--- src/rtl/pipe_stage_regs_pkg.sv ---
// Shared definitions for the pipeline stage registers: opcodes, instruction
// field positions and default widths.
package pipe_stage_regs_pkg;

  localparam int unsigned DefDataW = 8;
  localparam int unsigned DefRegAw = 3;
  localparam int unsigned DefCntW  = 16;
  localparam int unsigned InstrW   = 8;

  // Instruction layout: [7:6] opcode, [5:3] rd, [2:0] rs.
  localparam int unsigned OpcMsb = 7;
  localparam int unsigned OpcLsb = 6;
  localparam int unsigned RdMsb  = 5;
  localparam int unsigned RdLsb  = 3;
  localparam int unsigned RsMsb  = 2;
  localparam int unsigned RsLsb  = 0;

  typedef enum logic [1:0] {
    OP_ADD = 2'b00,
    OP_SUB = 2'b01,
    OP_AND = 2'b10,
    OP_OR  = 2'b11
  } opcode_e;

  // Number of asserted flush requests in one cycle (0..3).
  function automatic logic [1:0] flush_popcount(logic a, logic b, logic c);
    return {1'b0, a} + {1'b0, b} + {1'b0, c};
  endfunction

endpackage

--- src/rtl/pipe_stage_regs_if.sv ---
// Fetch-side valid/ready instruction handshake.
interface pipe_stage_regs_if;
  import pipe_stage_regs_pkg::*;

  logic              in_valid;
  logic [InstrW-1:0] in_instr;
  logic              in_ready;

  modport master (output in_valid, output in_instr, input in_ready);
  modport slave  (input in_valid, input in_instr, output in_ready);

endinterface

--- src/rtl/pipe_alu.sv ---
// Combinational EX-stage ALU; results wrap modulo 2^DATA_W.
module pipe_alu
  import pipe_stage_regs_pkg::*;
#(
  parameter int unsigned DATA_W = DefDataW
) (
  input  opcode_e           op_i,
  input  logic [DATA_W-1:0] a_i,
  input  logic [DATA_W-1:0] b_i,
  output logic [DATA_W-1:0] res_o
);

  // Decode opcode into the selected operation.
  always_comb begin
    res_o = '0;
    case (op_i)
      OP_ADD:  res_o = a_i + b_i;
      OP_SUB:  res_o = a_i - b_i;
      OP_AND:  res_o = a_i & b_i;
      OP_OR:   res_o = a_i | b_i;
      default: res_o = '0;
    endcase
  end

endmodule

--- src/rtl/pipe_stage_regs.sv ---
// IF/ID, ID/EX and EX/WB pipeline registers with EX ALU and writeback port.
// Optional bubble counter enabled by defining PIPE_FLUSH_COUNT_EN.
module pipe_stage_regs
  import pipe_stage_regs_pkg::*;
#(
  parameter int unsigned DATA_W = DefDataW,
  parameter int unsigned REG_AW = DefRegAw,
  parameter int unsigned CNT_W  = DefCntW
) (
  input  logic              clk,
  input  logic              reset,
  pipe_stage_regs_if.slave  fetch_io,
  output logic [REG_AW-1:0] rf_addr_a,
  output logic [REG_AW-1:0] rf_addr_b,
  input  logic [DATA_W-1:0] rf_data_a,
  input  logic [DATA_W-1:0] rf_data_b,
  input  logic              if_id_flush,
  input  logic              id_ex_flush,
  input  logic              ex_wb_flush,
  input  logic              alu_fwd,
  output logic [1:0]        ex_opcode,
  output logic [REG_AW-1:0] id_ex_src_reg,
  output logic [REG_AW-1:0] id_ex_dest_reg,
  output logic [REG_AW-1:0] ex_wb_reg,
  output logic              ex_wb_valid,
  output logic              wb_en,
  output logic [REG_AW-1:0] wb_addr,
  output logic [DATA_W-1:0] wb_data,
  output logic [CNT_W-1:0]  flush_count
);

  logic              ifid_valid_q, ifid_valid_d;
  logic [InstrW-1:0] ifid_instr_q, ifid_instr_d;

  logic              idex_valid_q, idex_valid_d;
  opcode_e           idex_op_q, idex_op_d;
  logic [REG_AW-1:0] idex_rd_q, idex_rd_d;
  logic [REG_AW-1:0] idex_rs_q, idex_rs_d;
  logic [DATA_W-1:0] idex_a_q, idex_a_d;
  logic [DATA_W-1:0] idex_b_q, idex_b_d;

  logic              exwb_valid_q, exwb_valid_d;
  logic [REG_AW-1:0] exwb_rd_q, exwb_rd_d;
  logic [DATA_W-1:0] exwb_res_q, exwb_res_d;

  logic              byp_a, byp_b;
  logic [DATA_W-1:0] alu_a, alu_res;

  // A stall or IF/ID flush leaves the fetched instruction to be replayed.
  assign fetch_io.in_ready = reset & ~if_id_flush & ~id_ex_flush;

  assign rf_addr_a = ifid_instr_q[RdMsb:RdLsb];
  assign rf_addr_b = ifid_instr_q[RsMsb:RsLsb];

  // Regfile writes land at the edge the ID/EX operands are captured.
  assign byp_a = wb_en && (wb_addr == rf_addr_a);
  assign byp_b = wb_en && (wb_addr == rf_addr_b);

  assign alu_a = alu_fwd ? exwb_res_q : idex_a_q;

  pipe_alu #(
    .DATA_W (DATA_W)
  ) u_alu (
    .op_i  (idex_op_q),
    .a_i   (alu_a),
    .b_i   (idex_b_q),
    .res_o (alu_res)
  );

  // Next-state for all three stage registers; each stage obeys its own flush.
  always_comb begin
    ifid_valid_d = ifid_valid_q;
    ifid_instr_d = ifid_instr_q;
    if (if_id_flush) begin
      ifid_valid_d = 1'b0;
    end else if (!id_ex_flush) begin
      ifid_valid_d = fetch_io.in_valid;
      ifid_instr_d = fetch_io.in_instr;
    end

    idex_valid_d = 1'b0;
    idex_op_d    = idex_op_q;
    idex_rd_d    = idex_rd_q;
    idex_rs_d    = idex_rs_q;
    idex_a_d     = idex_a_q;
    idex_b_d     = idex_b_q;
    if (!id_ex_flush) begin
      idex_valid_d = ifid_valid_q;
      idex_op_d    = opcode_e'(ifid_instr_q[OpcMsb:OpcLsb]);
      idex_rd_d    = rf_addr_a;
      idex_rs_d    = rf_addr_b;
      idex_a_d     = byp_a ? exwb_res_q : rf_data_a;
      idex_b_d     = byp_b ? exwb_res_q : rf_data_b;
    end

    exwb_valid_d = 1'b0;
    exwb_rd_d    = exwb_rd_q;
    exwb_res_d   = exwb_res_q;
    if (!ex_wb_flush) begin
      exwb_valid_d = idex_valid_q;
      exwb_rd_d    = idex_rd_q;
      exwb_res_d   = alu_res;
    end
  end

  // Stage registers with synchronous active-low reset.
  always_ff @(posedge clk) begin
    if (!reset) begin
      ifid_valid_q <= 1'b0;
      ifid_instr_q <= '0;
      idex_valid_q <= 1'b0;
      idex_op_q    <= OP_ADD;
      idex_rd_q    <= '0;
      idex_rs_q    <= '0;
      idex_a_q     <= '0;
      idex_b_q     <= '0;
      exwb_valid_q <= 1'b0;
      exwb_rd_q    <= '0;
      exwb_res_q   <= '0;
    end else begin
      ifid_valid_q <= ifid_valid_d;
      ifid_instr_q <= ifid_instr_d;
      idex_valid_q <= idex_valid_d;
      idex_op_q    <= idex_op_d;
      idex_rd_q    <= idex_rd_d;
      idex_rs_q    <= idex_rs_d;
      idex_a_q     <= idex_a_d;
      idex_b_q     <= idex_b_d;
      exwb_valid_q <= exwb_valid_d;
      exwb_rd_q    <= exwb_rd_d;
      exwb_res_q   <= exwb_res_d;
    end
  end

  assign ex_opcode      = idex_op_q;
  assign id_ex_src_reg  = idex_rs_q;
  assign id_ex_dest_reg = idex_rd_q;
  assign ex_wb_reg      = exwb_rd_q;
  assign ex_wb_valid    = exwb_valid_q;
  assign wb_en          = exwb_valid_q;
  assign wb_addr        = exwb_rd_q;
  assign wb_data        = exwb_res_q;

`ifdef PIPE_FLUSH_COUNT_EN
  logic [CNT_W-1:0] flush_cnt_q, flush_cnt_d;
  logic [CNT_W:0]   flush_sum;

  // Saturating count of bubbles inserted across all stages.
  always_comb begin
    flush_sum   = {1'b0, flush_cnt_q} +
                  {{(CNT_W-1){1'b0}}, flush_popcount(if_id_flush, id_ex_flush, ex_wb_flush)};
    flush_cnt_d = flush_sum[CNT_W] ? '1 : flush_sum[CNT_W-1:0];
  end

  // Bubble counter register.
  always_ff @(posedge clk) begin
    if (!reset) begin
      flush_cnt_q <= '0;
    end else begin
      flush_cnt_q <= flush_cnt_d;
    end
  end

  assign flush_count = flush_cnt_q;
`else
  assign flush_count = '0;
`endif

endmodule

--- src/flat_wrapper.sv ---
// flat-port wrapper written by rule: the top's interface ports become plain ports
module pipe_stage_regs_flat import pipe_stage_regs_pkg::*;
#(
  parameter int unsigned DATA_W = DefDataW,
  parameter int unsigned REG_AW = DefRegAw,
  parameter int unsigned CNT_W  = DefCntW
)
  (clk, reset, rf_addr_a, rf_addr_b, rf_data_a, rf_data_b, if_id_flush, id_ex_flush, ex_wb_flush, alu_fwd, ex_opcode, id_ex_src_reg, id_ex_dest_reg, ex_wb_reg, ex_wb_valid, wb_en, wb_addr, wb_data, flush_count, fetch_io_in_valid, fetch_io_in_instr, fetch_io_in_ready);
  pipe_stage_regs_if fetch_io_i ();
  input  logic clk;
  input  logic reset;
  output logic [REG_AW-1:0] rf_addr_a;
  output logic [REG_AW-1:0] rf_addr_b;
  input  logic [DATA_W-1:0] rf_data_a;
  input  logic [DATA_W-1:0] rf_data_b;
  input  logic if_id_flush;
  input  logic id_ex_flush;
  input  logic ex_wb_flush;
  input  logic alu_fwd;
  output logic [1:0] ex_opcode;
  output logic [REG_AW-1:0] id_ex_src_reg;
  output logic [REG_AW-1:0] id_ex_dest_reg;
  output logic [REG_AW-1:0] ex_wb_reg;
  output logic ex_wb_valid;
  output logic wb_en;
  output logic [REG_AW-1:0] wb_addr;
  output logic [DATA_W-1:0] wb_data;
  output logic [CNT_W-1:0] flush_count;
  input wire logic [$bits(fetch_io_i.in_valid)-1:0] fetch_io_in_valid;
  input wire logic [$bits(fetch_io_i.in_instr)-1:0] fetch_io_in_instr;
  output wire logic [$bits(fetch_io_i.in_ready)-1:0] fetch_io_in_ready;
  assign fetch_io_i.in_valid = fetch_io_in_valid;
  assign fetch_io_i.in_instr = fetch_io_in_instr;
  assign fetch_io_in_ready = fetch_io_i.in_ready;
  pipe_stage_regs #(.DATA_W(DATA_W), .REG_AW(REG_AW), .CNT_W(CNT_W)) u_core (.clk(clk), .reset(reset), .fetch_io(fetch_io_i), .rf_addr_a(rf_addr_a), .rf_addr_b(rf_addr_b), .rf_data_a(rf_data_a), .rf_data_b(rf_data_b), .if_id_flush(if_id_flush), .id_ex_flush(id_ex_flush), .ex_wb_flush(ex_wb_flush), .alu_fwd(alu_fwd), .ex_opcode(ex_opcode), .id_ex_src_reg(id_ex_src_reg), .id_ex_dest_reg(id_ex_dest_reg), .ex_wb_reg(ex_wb_reg), .ex_wb_valid(ex_wb_valid), .wb_en(wb_en), .wb_addr(wb_addr), .wb_data(wb_data), .flush_count(flush_count));
endmodule
--- config.mk ---
export PLATFORM = sky130hd
export DESIGN_NAME = pipe_stage_regs_flat
export DESIGN_NICKNAME = d
export VERILOG_FILES = /design/src/rtl/pipe_stage_regs_pkg.sv /design/src/rtl/pipe_stage_regs_if.sv /design/src/rtl/pipe_alu.sv /design/src/rtl/pipe_stage_regs.sv /design/src/flat_wrapper.sv
export SDC_FILE = /design/constraint.sdc
export NUM_CORES = 1
export LEC_CHECK = 0
export CAP_MARGIN = 10
export CORE_MARGIN = 3
export CORE_UTILIZATION = 49
export DETAILED_ROUTE_END_ITERATION = 16
export GPL_TIMING_DRIVEN = 0
export PLACE_DENSITY = 0.83
export SLEW_MARGIN = 25
export SYNTH_ARGS = -nofsm -noshare
export SYNTH_HDL_FRONTEND = slang
export SYNTH_SLANG_ARGS = --single-unit
--- constraint.sdc ---
create_clock -name clk -period 3.1 [get_ports clk]
set_input_delay 0.93 -clock clk [delete_from_list [all_inputs] [get_ports clk]]
set_output_delay 0.93 -clock clk [all_outputs]
set_load 0.1 [all_outputs]
==> reports/qor.yml <==
timing:
  fin_crit_ps: 3010
  slew_viol_final: 0
  finalSetupViolations: 0
  clock_skew_ps: 4.15
  tightestPinTransition_ps: 989
  tns_ps: 0
  setup_ws_ps: 94.4
  slew_headroom_pct: 33.9
  period_share_pct: 97.0
  rsz0062_at_grt: "false"
  hold_violations: 0
  timing.fmax_mhz: 333
die:
  core_sq_mm: 0.00557
  rows: 27
  start_util_pct: 51.2
  die_h_um: 82.3
  io-pin-count: 78
  die_x_um: 82.3
  die_area_sq_mm: 0.00677
route:
  wl_per_cell_um: 14.6
  drt_iter0_markers: 96
  drc_errors: 0
  ant_nets: 0
  wl_mm: 7.06
  vias_per_cell: 5.21
  dr.pass1.iters: 4
  vias: 2517
logic_synthesis:
  yosysSeqAreaShare_pct: 32.3
  syn_area_per_cell_sq_um: 8.62
  ys_ff_latch: 46
  synthFlopType: "dfxtp_1"
  ys_types: 43
  synth_enable_flop_cells: 0
  synthArstFlopShare_pct: 0
  yosysWarnings: 0
  netlist_area_sq_mm: 0.00285
  synth_cells: 331
worst_setup_path:
  arrival_ps: 2080
  cp_slowest_cell: "clkbuf_1"
  slowest_delay_ps: 350
  r2r-start: "u_core.idex_b_q[1]"
  worstSetupEndpointType: "output port"
  crit_path_max_fanout: 10
  critPathTopFamily: "buffers and inverters"
  cp_cell_sequence: "clkbuf_1, clkbuf_2, and2_2, buf_4"
  required_ps: 2170
  path_buf_inv: 3
  critPathLaunchType: "input port"
  startpoint: "reset"
  crit_type: "in -> out"
clock_network:
  root_buffer: "clkbuf_8"
  clock_latency_ps: 300
  cts_tree: "yes"
  hold_buffers: 0
  cts_made_buffers: 5
  clock_path_buffers: 2
  clkSinkCount: 46
  clk_pin_slew_ps: 90
  ctsHtreeMaxLevel: 2
grt:
  track_usage_pct: 22.2
  overflow: 0
  grt_pass1_wl_mm: 11.4
  antenna_found_initial: 0
  first_global_vias: 2374
  grt_max_degree: 15
layout:
  final_area_sq_mm: 0.00368
  antennaDiodeCount: 0
  fill_cells: 494
  fin_nets: 452
  layout-drive-gt1-share_pct: 12.4
  syn_to_final_growth_pct: 29.1
outcome:
  status: "finished clean"
placement:
  dp_hpwl_mm: 5.29
  gp_congestion: 0.899
  numPortBuffers: 57
  dp_slack_ps: -881
  placed_cell_area_sq_mm: 0.00357
power_and_ir_drop:
  power.leakage_nw: 1.58
  p_per_area_mw_per_mm2: 480
  vdd_ir_drop_max_mv: 0.261
job:
  maxCapViolations: 0
worst_hold_path:
  hp-class: "reg -> reg"
  hold_path.startpoint: "u_core.ifid_valid_q"
==> layer usage <==
| metal | routed length, um | share of wire, % | track usage [%] | up-vias |
|---|---|---|---|---|
| met5 | 0 | 0 | 0 | - |
| met4 | 158 | 2.2 | 8.31 | 0 |
| met1 | 3080 | 44 | 28.9 | 1185 |
| li1 | - | - | - | 1251 |
| met3 | 435 | 6.2 | 2.93 | 10 |
| met2 | 3390 | 48 | 37.3 | 71 |
==> final cells by class <==
| cell class | count | area (sq um) | share of cell area (%) |
|---|---|---|---|
| plain buffers | 45 | 279 | 7.58 |
| clock buffers | 6 | 72.6 | 1.97 |
| clock inverters | 2 | 37.5 | 1.02 |
| inverters | 9 | 33.8 | 0.917 |
| multi-input cells | 246 | 1680 | 45.6 |
| flip-flops and latches | 46 | 921 | 25.0 |
| well taps | 72 | 90.1 | 2.45 |
| repair buffers | 57 | 568 | 15.4 |
==> worst paths after layout <==
kind	endpoint	slack (ps)	cells past startpoint
hold reg to reg	u_core.idex_valid_q	440	2
setup / recovery	fetch_io_in_ready	90	4
hold / removal	u_core.idex_valid_q	440	2
setup reg to reg	u_core.wb_data[7]	540	10
==> worst reg2reg max path: cells and delay by family (launching register included) <==
| family | cells | cell delay (ps) |
|---|---|---|
| muxes | 1 | 300 |
| xor gates and xnor gates | 1 | 160 |
| adders and majority gates | 2 | 490 |
| buffers and inverters | 2 | 130 |
| and+or+nand+nor | 1 | 140 |
| DFF | 1 | 460 |
| AOI/OAI and AO/OA | 3 | 770 |
==> synth_stat cells, types with 2 or more instances <==
master | instances | area [sq um]
mux2_4 | 2 | 30.0
mux2_2 | 5 | 56.3
a21boi_0 | 9 | 67.6
nand4_2 | 2 | 25.0
clkbuf_1 | 15 | 56.3
nor2_1 | 13 | 48.8
nor2b_1 | 17 | 106
xnor2_1 | 13 | 114
o21a_1 | 2 | 15.0
and2_1 | 17 | 106
dfxtp_1 | 46 | 921
a21oi_1 | 13 | 65.1
a31oi_1 | 4 | 25.0
nor3b_1 | 2 | 15.0
buf_4 | 26 | 195
nor3_1 | 2 | 10.0
mux2i_1 | 31 | 310
o21ai_0 | 35 | 175
ha_1 | 10 | 125
maj3_1 | 3 | 30.0
inv_1 | 9 | 33.8
nand2_1 | 29 | 109
buf_2 | 3 | 15.0
o31a_1 | 4 | 35.0
==> stage by stage <==
step	power [mW]	instances	util (%)	hold WS, ps
6_report	1.77	483	66.1	437
3_3_place_gp	1.32	475	64.1	417
3_5_place_dp	1.33	475	64.1	423
5_1_grt	1.85	483	66.1	443
4_1_cts	1.77	483	66.1	437
2_1_floorplan	1.19	346	-	409
==> logic make-up after synthesis <==
kind of cell,share of synthesized area (%)
DFF,32.3
AOI/OAI and AO/OA,16.1
muxes,13.9
buffers and inverters,10.9
other,0.131
xor gates and xnor gates,4.30
adders and majority gates,6.14
and+or+nand+nor,16.3
==> cells in the final DEF (no fill, tap or decap), drive strengths merged, types with 7 or more instances in the layout <==
cell type      instances
conb                  16
nor2b                 17
dfxtp                 46
buf                   31
nor2                  13
mux2                   7
nand2                 29
inv                    9
and2                  17
o21ai                 35
clkdlybuf4s50         56
clkbuf                21
mux2i                 31
a21oi                 13
ha                    10
xnor2                 13
a21boi                10
==> power breakdown <==
part	switching (mW)	internal, mW	leakage, nW
logic	0.426	0.231	1.15
registers	0.0382	0.625	0.377
clock network	0.205	0.241	0.0514
total	0.669	1.10	1.58
==> repair_timing <==
action,in CTS,in global routing
gates resized for setup,8,0
setup endpoints to repair,1,0
hold endpoints to repair,0,0
setup buffers,0,0
Note: power is estimated with default switching activity, not from simulation.
